--- src/rtl/reg_list_encoder_if.sv ---
// Bus between instruction decode and the LDM/STM register-list sequencer.
// The master drives start/reg_list/advance; the slave returns the current
// transfer (register number, index, totals) and its status flags.
interface reg_list_encoder_if #(
   parameter int LIST_W = 16,
   parameter int IDX_W  = 4
);
   logic              start;
   logic [LIST_W-1:0] reg_list;
   logic              advance;
   logic [IDX_W-1:0]  reg_num;
   logic              valid;
   logic              last;
   logic [IDX_W:0]    xfer_idx;
   logic [IDX_W:0]    total;
   logic              busy;
   logic              done;

   modport master (
      output start, reg_list, advance,
      input  reg_num, valid, last, xfer_idx, total, busy, done
   );

   modport slave (
      input  start, reg_list, advance,
      output reg_num, valid, last, xfer_idx, total, busy, done
   );
endinterface

--- src/rtl/reg_list_encoder.sv ---
// LDM/STM register-list sequencer: latches a register list and emits its set
// bits lowest-first as register numbers, one per consumed transfer. All
// outputs are decoded from registered state only, so there is no
// input-to-output combinational path.
module reg_list_encoder #(
   parameter int LIST_W = 16,
   parameter int IDX_W  = 4
) (
   input  logic               clk,
   input  logic               reset,
   reg_list_encoder_if.slave  bus
);

   typedef enum logic [1:0] {
      IDLE_S   = 2'd0,
      ACTIVE_S = 2'd1,
      DONE_S   = 2'd2
   } state_t;

   // Number of set bits; the result needs IDX_W+1 bits to hold LIST_W itself.
   function automatic logic [IDX_W:0] popcount(input logic [LIST_W-1:0] v);
      logic [IDX_W:0] cnt;
      cnt = '0;
      for (int i = 0; i < LIST_W; i++) begin
         cnt = cnt + {{IDX_W{1'b0}}, v[i]};
      end
      return cnt;
   endfunction

   // Index of the lowest set bit; zero when nothing is set.
   function automatic logic [IDX_W-1:0] lowest_set_idx(input logic [LIST_W-1:0] v);
      logic [IDX_W-1:0] idx;
      idx = '0;
      for (int i = LIST_W - 1; i >= 0; i--) begin
         if (v[i]) begin
            idx = IDX_W'(i);
         end else begin
            idx = idx;
         end
      end
      return idx;
   endfunction

   state_t            state_q,    state_d;
   logic [LIST_W-1:0] pending_q,  pending_d;
   logic [IDX_W:0]    xfer_idx_q, xfer_idx_d;
   logic [IDX_W:0]    total_q,    total_d;

   logic [IDX_W-1:0]  reg_num_s;
   logic              valid_s;
   logic              last_s;
   logic              busy_s;
   logic              done_s;

   // State register and list datapath registers with synchronous reset.
   always_ff @(posedge clk) begin
      if (reset) begin
         state_q    <= IDLE_S;
         pending_q  <= '0;
         xfer_idx_q <= '0;
         total_q    <= '0;
      end else begin
         state_q    <= state_d;
         pending_q  <= pending_d;
         xfer_idx_q <= xfer_idx_d;
         total_q    <= total_d;
      end
   end

   // Next-state logic: accept a list in IDLE, retire the lowest bit on advance.
   always_comb begin
      state_d    = state_q;
      pending_d  = pending_q;
      xfer_idx_d = xfer_idx_q;
      total_d    = total_q;
      case (state_q)
         IDLE_S: begin
            if (bus.start) begin
               pending_d  = bus.reg_list;
               total_d    = popcount(bus.reg_list);
               xfer_idx_d = '0;
               // An empty list has no transfers and goes straight to DONE.
               if (bus.reg_list != '0) begin
                  state_d = ACTIVE_S;
               end else begin
                  state_d = DONE_S;
               end
            end else begin
               state_d = IDLE_S;
            end
         end
         ACTIVE_S: begin
            if (bus.advance) begin
               // v & (v - 1) clears exactly the lowest set bit.
               pending_d  = pending_q & (pending_q - LIST_W'(1));
               xfer_idx_d = xfer_idx_q + (IDX_W + 1)'(1);
               if (last_s) begin
                  state_d = DONE_S;
               end else begin
                  state_d = ACTIVE_S;
               end
            end else begin
               state_d = ACTIVE_S;
            end
         end
         DONE_S: begin
            state_d = IDLE_S;
         end
         default: begin
            state_d   = IDLE_S;
            pending_d = '0;
         end
      endcase
   end

   // Output decode from registered state only.
   always_comb begin
      reg_num_s = '0;
      valid_s   = 1'b0;
      last_s    = 1'b0;
      busy_s    = 1'b0;
      done_s    = 1'b0;
      case (state_q)
         IDLE_S: begin
            busy_s = 1'b0;
         end
         ACTIVE_S: begin
            valid_s   = 1'b1;
            busy_s    = 1'b1;
            reg_num_s = lowest_set_idx(pending_q);
            // Exactly one bit pending: nonzero and a power of two.
            last_s    = (pending_q != '0) &&
                        ((pending_q & (pending_q - LIST_W'(1))) == '0);
         end
         DONE_S: begin
            busy_s = 1'b1;
            done_s = 1'b1;
         end
         default: begin
            busy_s = 1'b0;
         end
      endcase
   end

   assign bus.reg_num  = reg_num_s;
   assign bus.valid    = valid_s;
   assign bus.last     = last_s;
   assign bus.busy     = busy_s;
   assign bus.done     = done_s;
   assign bus.xfer_idx = xfer_idx_q;
   assign bus.total    = total_q;

endmodule

--- src/flat_wrapper.sv ---
// flat-port wrapper written by rule: the top's interface ports become plain ports
module reg_list_encoder_flat 
#(
   parameter int LIST_W = 16,
   parameter int IDX_W  = 4
)
  (clk, reset, bus_start, bus_reg_list, bus_advance, bus_reg_num, bus_valid, bus_last, bus_xfer_idx, bus_total, bus_busy, bus_done);
  reg_list_encoder_if #(.LIST_W(LIST_W), .IDX_W(IDX_W)) bus_i ();
  input  logic clk;
  input  logic reset;
  input wire logic [$bits(bus_i.start)-1:0] bus_start;
  input wire logic [$bits(bus_i.reg_list)-1:0] bus_reg_list;
  input wire logic [$bits(bus_i.advance)-1:0] bus_advance;
  output wire logic [$bits(bus_i.reg_num)-1:0] bus_reg_num;
  output wire logic [$bits(bus_i.valid)-1:0] bus_valid;
  output wire logic [$bits(bus_i.last)-1:0] bus_last;
  output wire logic [$bits(bus_i.xfer_idx)-1:0] bus_xfer_idx;
  output wire logic [$bits(bus_i.total)-1:0] bus_total;
  output wire logic [$bits(bus_i.busy)-1:0] bus_busy;
  output wire logic [$bits(bus_i.done)-1:0] bus_done;
  assign bus_i.start = bus_start;
  assign bus_i.reg_list = bus_reg_list;
  assign bus_i.advance = bus_advance;
  assign bus_reg_num = bus_i.reg_num;
  assign bus_valid = bus_i.valid;
  assign bus_last = bus_i.last;
  assign bus_xfer_idx = bus_i.xfer_idx;
  assign bus_total = bus_i.total;
  assign bus_busy = bus_i.busy;
  assign bus_done = bus_i.done;
  reg_list_encoder #(.LIST_W(LIST_W), .IDX_W(IDX_W)) u_core (.clk(clk), .reset(reset), .bus(bus_i));
endmodule
--- config.mk ---
export PLATFORM = sky130hd
export DESIGN_NAME = reg_list_encoder_flat
export DESIGN_NICKNAME = d
export VERILOG_FILES = /design/src/rtl/reg_list_encoder_if.sv /design/src/rtl/reg_list_encoder.sv /design/src/flat_wrapper.sv
export SDC_FILE = /design/constraint.sdc
export NUM_CORES = 1
export LEC_CHECK = 0
export CAP_MARGIN = 40
export CORE_ASPECT_RATIO = 0.9
export CORE_MARGIN = 5
export CORE_UTILIZATION = 35
export CTS_CLUSTER_DIAMETER = 200
export DETAILED_ROUTE_END_ITERATION = 10
export RECOVER_POWER = 50
export SETUP_SLACK_MARGIN = 0.3
export SLEW_MARGIN = 20
export SYNTH_ARGS = -nofsm -noshare
export SYNTH_HDL_FRONTEND = slang
export SYNTH_SLANG_ARGS = --single-unit
--- constraint.sdc ---
create_clock -name clk -period 5.6 [get_ports clk]
set_clock_uncertainty 0.2 [all_clocks]
set_input_delay 0.56 -clock clk [delete_from_list [all_inputs] [get_ports clk]]
set_output_delay 0.56 -clock clk [all_outputs]
set_load 0.1 [all_outputs]
Yosys cells after proc, flatten, opt, wreduce, memory -nomap -nowiden
Index checks and enable logic that the tools add are counted.
Cells by class
  $add $sub $neg: 17
  $mul: 0
  div/mod/pow operators: 0
  $lt $le $gt $ge: 0
  eq/ne operators: 4
  shift operators: 0
  multiplexer cells: 32
  bitwise operators: 2
  reduce and logical (&&, ||, !) cells: 10
Operators with widths (count)
  $add 5x1->5: 14
  $mux 4: 17
  $pmux 16 s3: 1
  $mux 16: 2
  $reduce_bool 16->1: 2
  $and 16x16->16: 1
  $logic_not 16->1: 1
  $sub 16x1->16 const B: 1
  $mux 5: 2
  $pmux 5 s2: 1
  $mux 2: 4
  $reduce_and 3->1: 2
  $add 5x1->5 const B: 1
  $mux 1: 4
  $ne 2x2->1 const B: 2
  $pmux 2 s2: 1
  $add 1x1->2: 1
  $eq 2x1->1 const B: 1
  $eq 2x2->1 const B: 1
  $logic_not 2->1: 1
  $reduce_and 2->1: 1
  $reduce_bool 2->1: 1
  $reduce_or 2->1: 1
  $logic_and 1x1->1: 1
  $not 1->1: 1
Storage, ports and cells
  flip-flop bits (word level): 28
  bits in latches: 0
  bits in writable memories: 0
  bits in read-only memories: 0
  input bits: 20
  word-level logic and storage cells: 69
  memories: 0

Depth between registers and ports, before layout
  word-level depth: 17
  mapped depth: 16
  depth with buffers taken out: 16

Least setup slack after synthesis
OpenSTA, ideal clock, no wires.
  path kind: register to output
  from: reg u_core.state_q[1]
  to: out bus_reg_num[3]
  arrival: 6266 ps
  required time: 4840 ps
  setup slack: -1426 ps
  stages on the path, launching flop included: 6
  path buffers: 1
  cells stage by stage: dfxtp_1 inv_1 ha_1 inv_1 clkbuf_1 a2111oi_0
Between the ends
  word-level cells in the longest chain between the ends: 2
RTL lines
  start: declaration: RTL line reg_list_encoder.sv:44  | state_t state_q, state_d;
  start signal: assignment: RTL line reg_list_encoder.sv:63  | state_q <= state_d;
  $eq 2x1->1: RTL line reg_list_encoder.sv:123  | case (state_q)
  $mux 4: RTL line reg_list_encoder.sv:123
  end: declaration: RTL line flat_wrapper.sv:14  | output wire logic [$bits(bus_i.reg_num)-1:0] bus_reg_num;
Every way passes these cells.

Worst setup path in the final report
  from: in bus_reg_list[0]
  to: reg u_core.total_q[4] (netlist: u_core.bus.total[4])
Between the ends
  word-level cells in the longest chain between the ends: 15
RTL lines
  start: declaration: RTL line flat_wrapper.sv:12  | input wire logic [$bits(bus_i.reg_list)-1:0] bus_reg_list;
  $add 1x1->2: RTL line reg_list_encoder.sv:25  | cnt = cnt + {{IDX_W{1'b0}}, v[i]};
  $add 5x1->5 (14 in series): RTL line reg_list_encoder.sv:25
  end signal: assignment: RTL line reg_list_encoder.sv:66  | total_q <= total_d;
  end: declaration: RTL line reg_list_encoder.sv:47  | logic [IDX_W:0] total_q, total_d;
Every way passes these cells.
A chain may end at the register's enable or synchronous reset.

==> results.py <==
metrics = {
    "job": {
        "drv_cap": 0,
    },
    "place": {
        "port_buffers": 37,
        "dp_hpwl_mm": 4.34,
        "globalplace.congestion": 0.814,
        "place_inst": 379,
    },
    "cts": {
        "cts_post_setup_buffers_inserted": 0,
        "cts_sinks": 28,
        "path_clk_slew_ns": 0.10,
        "cts_buffer_depth": 2,
        "clock_latency_ns": 0.28,
        "cts_buffers": 3,
        "cts_resized": 0,
        "cts_hold_buf": 0,
        "cts_tree": "done",
        "cts-root-buf": "clkbuf_8",
        "htreeDepth": 1,
    },
    "setup_path": {
        "reg2reg_slack_ns": 2.27,
        "reg2reg_from": "u_core.state_q[1]",
        "crit_chain": "clkdlybuf4s50_1 > inv_1 > ha_1 > inv_1 > fa_1 > inv_1 > fa_1 > fa_1 > inv_1 > fa_1 > fa_1 > inv_1 > fa_1 > a21o_1 > nand3_1 > a21oi_1",
        "cpPeakStageDelay_ns": 0.53,
        "worst-path-buf-inv": 6,
        "crit_required_ns": 5.57,
        "cpLargestDelayFamily": "adder cells",
        "critPathArrivalTime_ns": 4.50,
        "crit_top_cell": "fa_1",
        "reg2regPathDepth": 9,
        "slowest_stage": "fa_1",
        "critPathMaxFanout": 3,
        "critical_path_class": "input pin to flop",
        "start_kind": "input pin",
        "rr_endpoint": "u_core.pending_q[2]",
        "worstSetupEndpointType": "flop",
    },
    "yosys": {
        "synth_common_cells": "33 x inv_1, 28 x dfxtp_1, 28 x nor2_1",
        "synth_most_common_cell": "inv_1",
        "synth-warning-count": 0,
        "synth-async-reset-ratio_pct": 0,
        "synth_area_leader_cell": "dfxtp_1",
        "synth_edf_count": 0,
        "ys_types": 45,
        "synth-seq-area-share_pct": 27.1,
        "synth_cells": 268,
        "synth.area.top_cells": "dfxtp_1 27%, fa_1 9.7%, ha_1 6.7%, inv_1 6.0%, nor2_1 5.1%",
        "synth_seq_cells": 28,
        "synth_top_area_share_pct": 27.1,
        "synth_area_um2": 2070,
        "ys.flop_type": "dfxtp_1",
        "synth_nets": 309,
        "syn_area_per_cell_um2": 7.71,
    },
    "global_route": {
        "grt_pass1_wl_mm": 9.74,
        "grt.total_usage_pct": 15.3,
        "antenna_found_initial": 0,
        "grt_max_degree": 20,
        "first_global_vias": 1967,
        "gr-total-overflow": 0,
    },
    "finish": {
        "drive_gt1_share_pct": 7.03,
        "fin_nets": 355,
        "final_cell_count_no_fill": 383,
        "antenna_cells": 0,
        "synthToLayoutAreaGrowth_pct": 29.5,
    },
    "sta": {
        "finalSetupTns_ns": 0,
        "rsz0062_at_grt": "false",
        "final.period_utilization_pct": 81.0,
        "finalHoldViolations": 0,
        "drv_slew": 0,
        "fin_crit_ns": 4.54,
        "relSlewSlack_pct": 22.0,
        "fmax_mhz": 220,
        "finalSetupViolations": 0,
        "worst_pin_slew_ns": 1.17,
    },
    "route": {
        "drtAntennaViolNets": 0,
        "via_per_inst": 5.22,
        "remaining_drc_errors": 0,
        "vias": 2000,
        "first_pass_iters": 4,
        "wl_per_cell_um": 14.7,
        "drtIter0Drc": 140,
        "wl_mm": 5.63,
    },
    "outcome": {
        "status": "completed",
    },
    "die": {
        "die_w_um": 91.0,
        "die_area_um2": 7540,
        "start_util_pct": 36.3,
        "core_area_um2": 5690,
        "ios": 38,
        "row_count": 26,
        "die_h_um": 82.9,
    },
    "pwr": {
        "ir_worst_vdd_mv": 0.212,
        "powerDensity_nw_per_um2": 436,
        "cellLeakagePower_nw": 1.11,
    },
    "hold_path": {
        "hold_path.class": "flop to flop",
        "hold_path_depth": 2,
        "hp-start": "u_core.bus.total[4]",
        "min_to": "u_core.bus.total[4]",
    },
}
worst min-delay path, stage by stage (launching register included):
cell and delay [ns]:
dfxtp_1 0.32, nand2_1 0.05, a21oi_1 0.05
report_power, final:
group	total [W]	internal [W]	switching [W]
logic	0.000720	0.000263	0.000458
clock network	0.000168	0.0000959	0.0000717
registers	0.000279	0.000233	0.0000455
total	0.00117	0.000592	0.000575
through the flow:
stage	worst slack (ns)	hold WS, ns	util (%)	cell area, um^2	total power (W)
after floorplan	1.12	0.265	-	2070	0.000817
after global placement	0.847	0.243	43.2	2460	0.000954
after detailed placement	0.778	0.254	48.2	2750	0.00104
after CTS	1.06	0.269	49.5	2820	0.00121
after global routing	0.868	0.293	47.0	2680	0.00125
final	1.06	0.264	47.0	2680	0.00117
logic make-up after synthesis:
group	Yosys count	share of synthesized area (%)
flip-flops	28	27.1
AND/OR/NAND/NOR	98	23.0
AO/OA/AOI/OAI	65	20.7
adder cells (fa/ha/maj)	23	17.3
buffers and inverters	49	9.69
XOR/XNOR	5	2.12
cell type report:
type	instances	area, um^2
clock buffers	3	41.3
well taps	70	87.6
flip-flops and latches	28	561
fillers	576	3020
multi-input cells	191	1310
clock inverters	1	30.0
inverters	33	124
repair buffers	57	524
worst max-delay path by stage:
stage                            from             endpoint  slack [ns]  depth (start not counted)
global route          bus_reg_list[0]  u_core.bus.total[3]        0.87                         17
detailed placement    bus_reg_list[0]  u_core.bus.total[4]        0.78                         16
CTS                   bus_reg_list[0]  u_core.bus.total[4]        1.06                         16
finish                bus_reg_list[0]  u_core.bus.total[4]        1.06                         16
global placement      bus_reg_list[0]  u_core.bus.total[1]        0.85                         15
floorplan           u_core.state_q[1]       bus_reg_num[2]        1.12                          5
flip-flops by register name, indices dropped and copies added (netlist names):
signal               flops
u_core.bus.total         5
u_core.bus.xfer_idx      5
u_core.pending_q        16
u_core.state_q           2
per-layer routing:
layer  share of wire, %  routed length (um)  GRT usage (%)  up-vias
li1                   -                   -              -     1006
met1                 48                2700           22.3      939
met2                 47                2640           23.6       51
met3                4.5                 252           2.71        4
met4               0.62                  35           3.20        0
met5                  0                   0              0        -
placed cells by master, fill, tap and decap left out, types with 3 or more instances in the layout:
master	instances
nor2_1	28
or3_1	3
nor4_1	5
xor2_1	3
nand4_1	4
nand3_1	5
a211oi_1	3
clkdlybuf4s50_1	37
or2_2	4
fa_1	10
clkbuf_1	13
ha_1	11
o21ai_0	16
nor3_1	10
nand2_1	27
buf_8	7
clkbuf_8	3
inv_1	33
or4_1	3
a21o_1	4
dfxtp_1	28
a21oi_1	15
a22oi_1	11
Power figures use the tool's default switching activity.
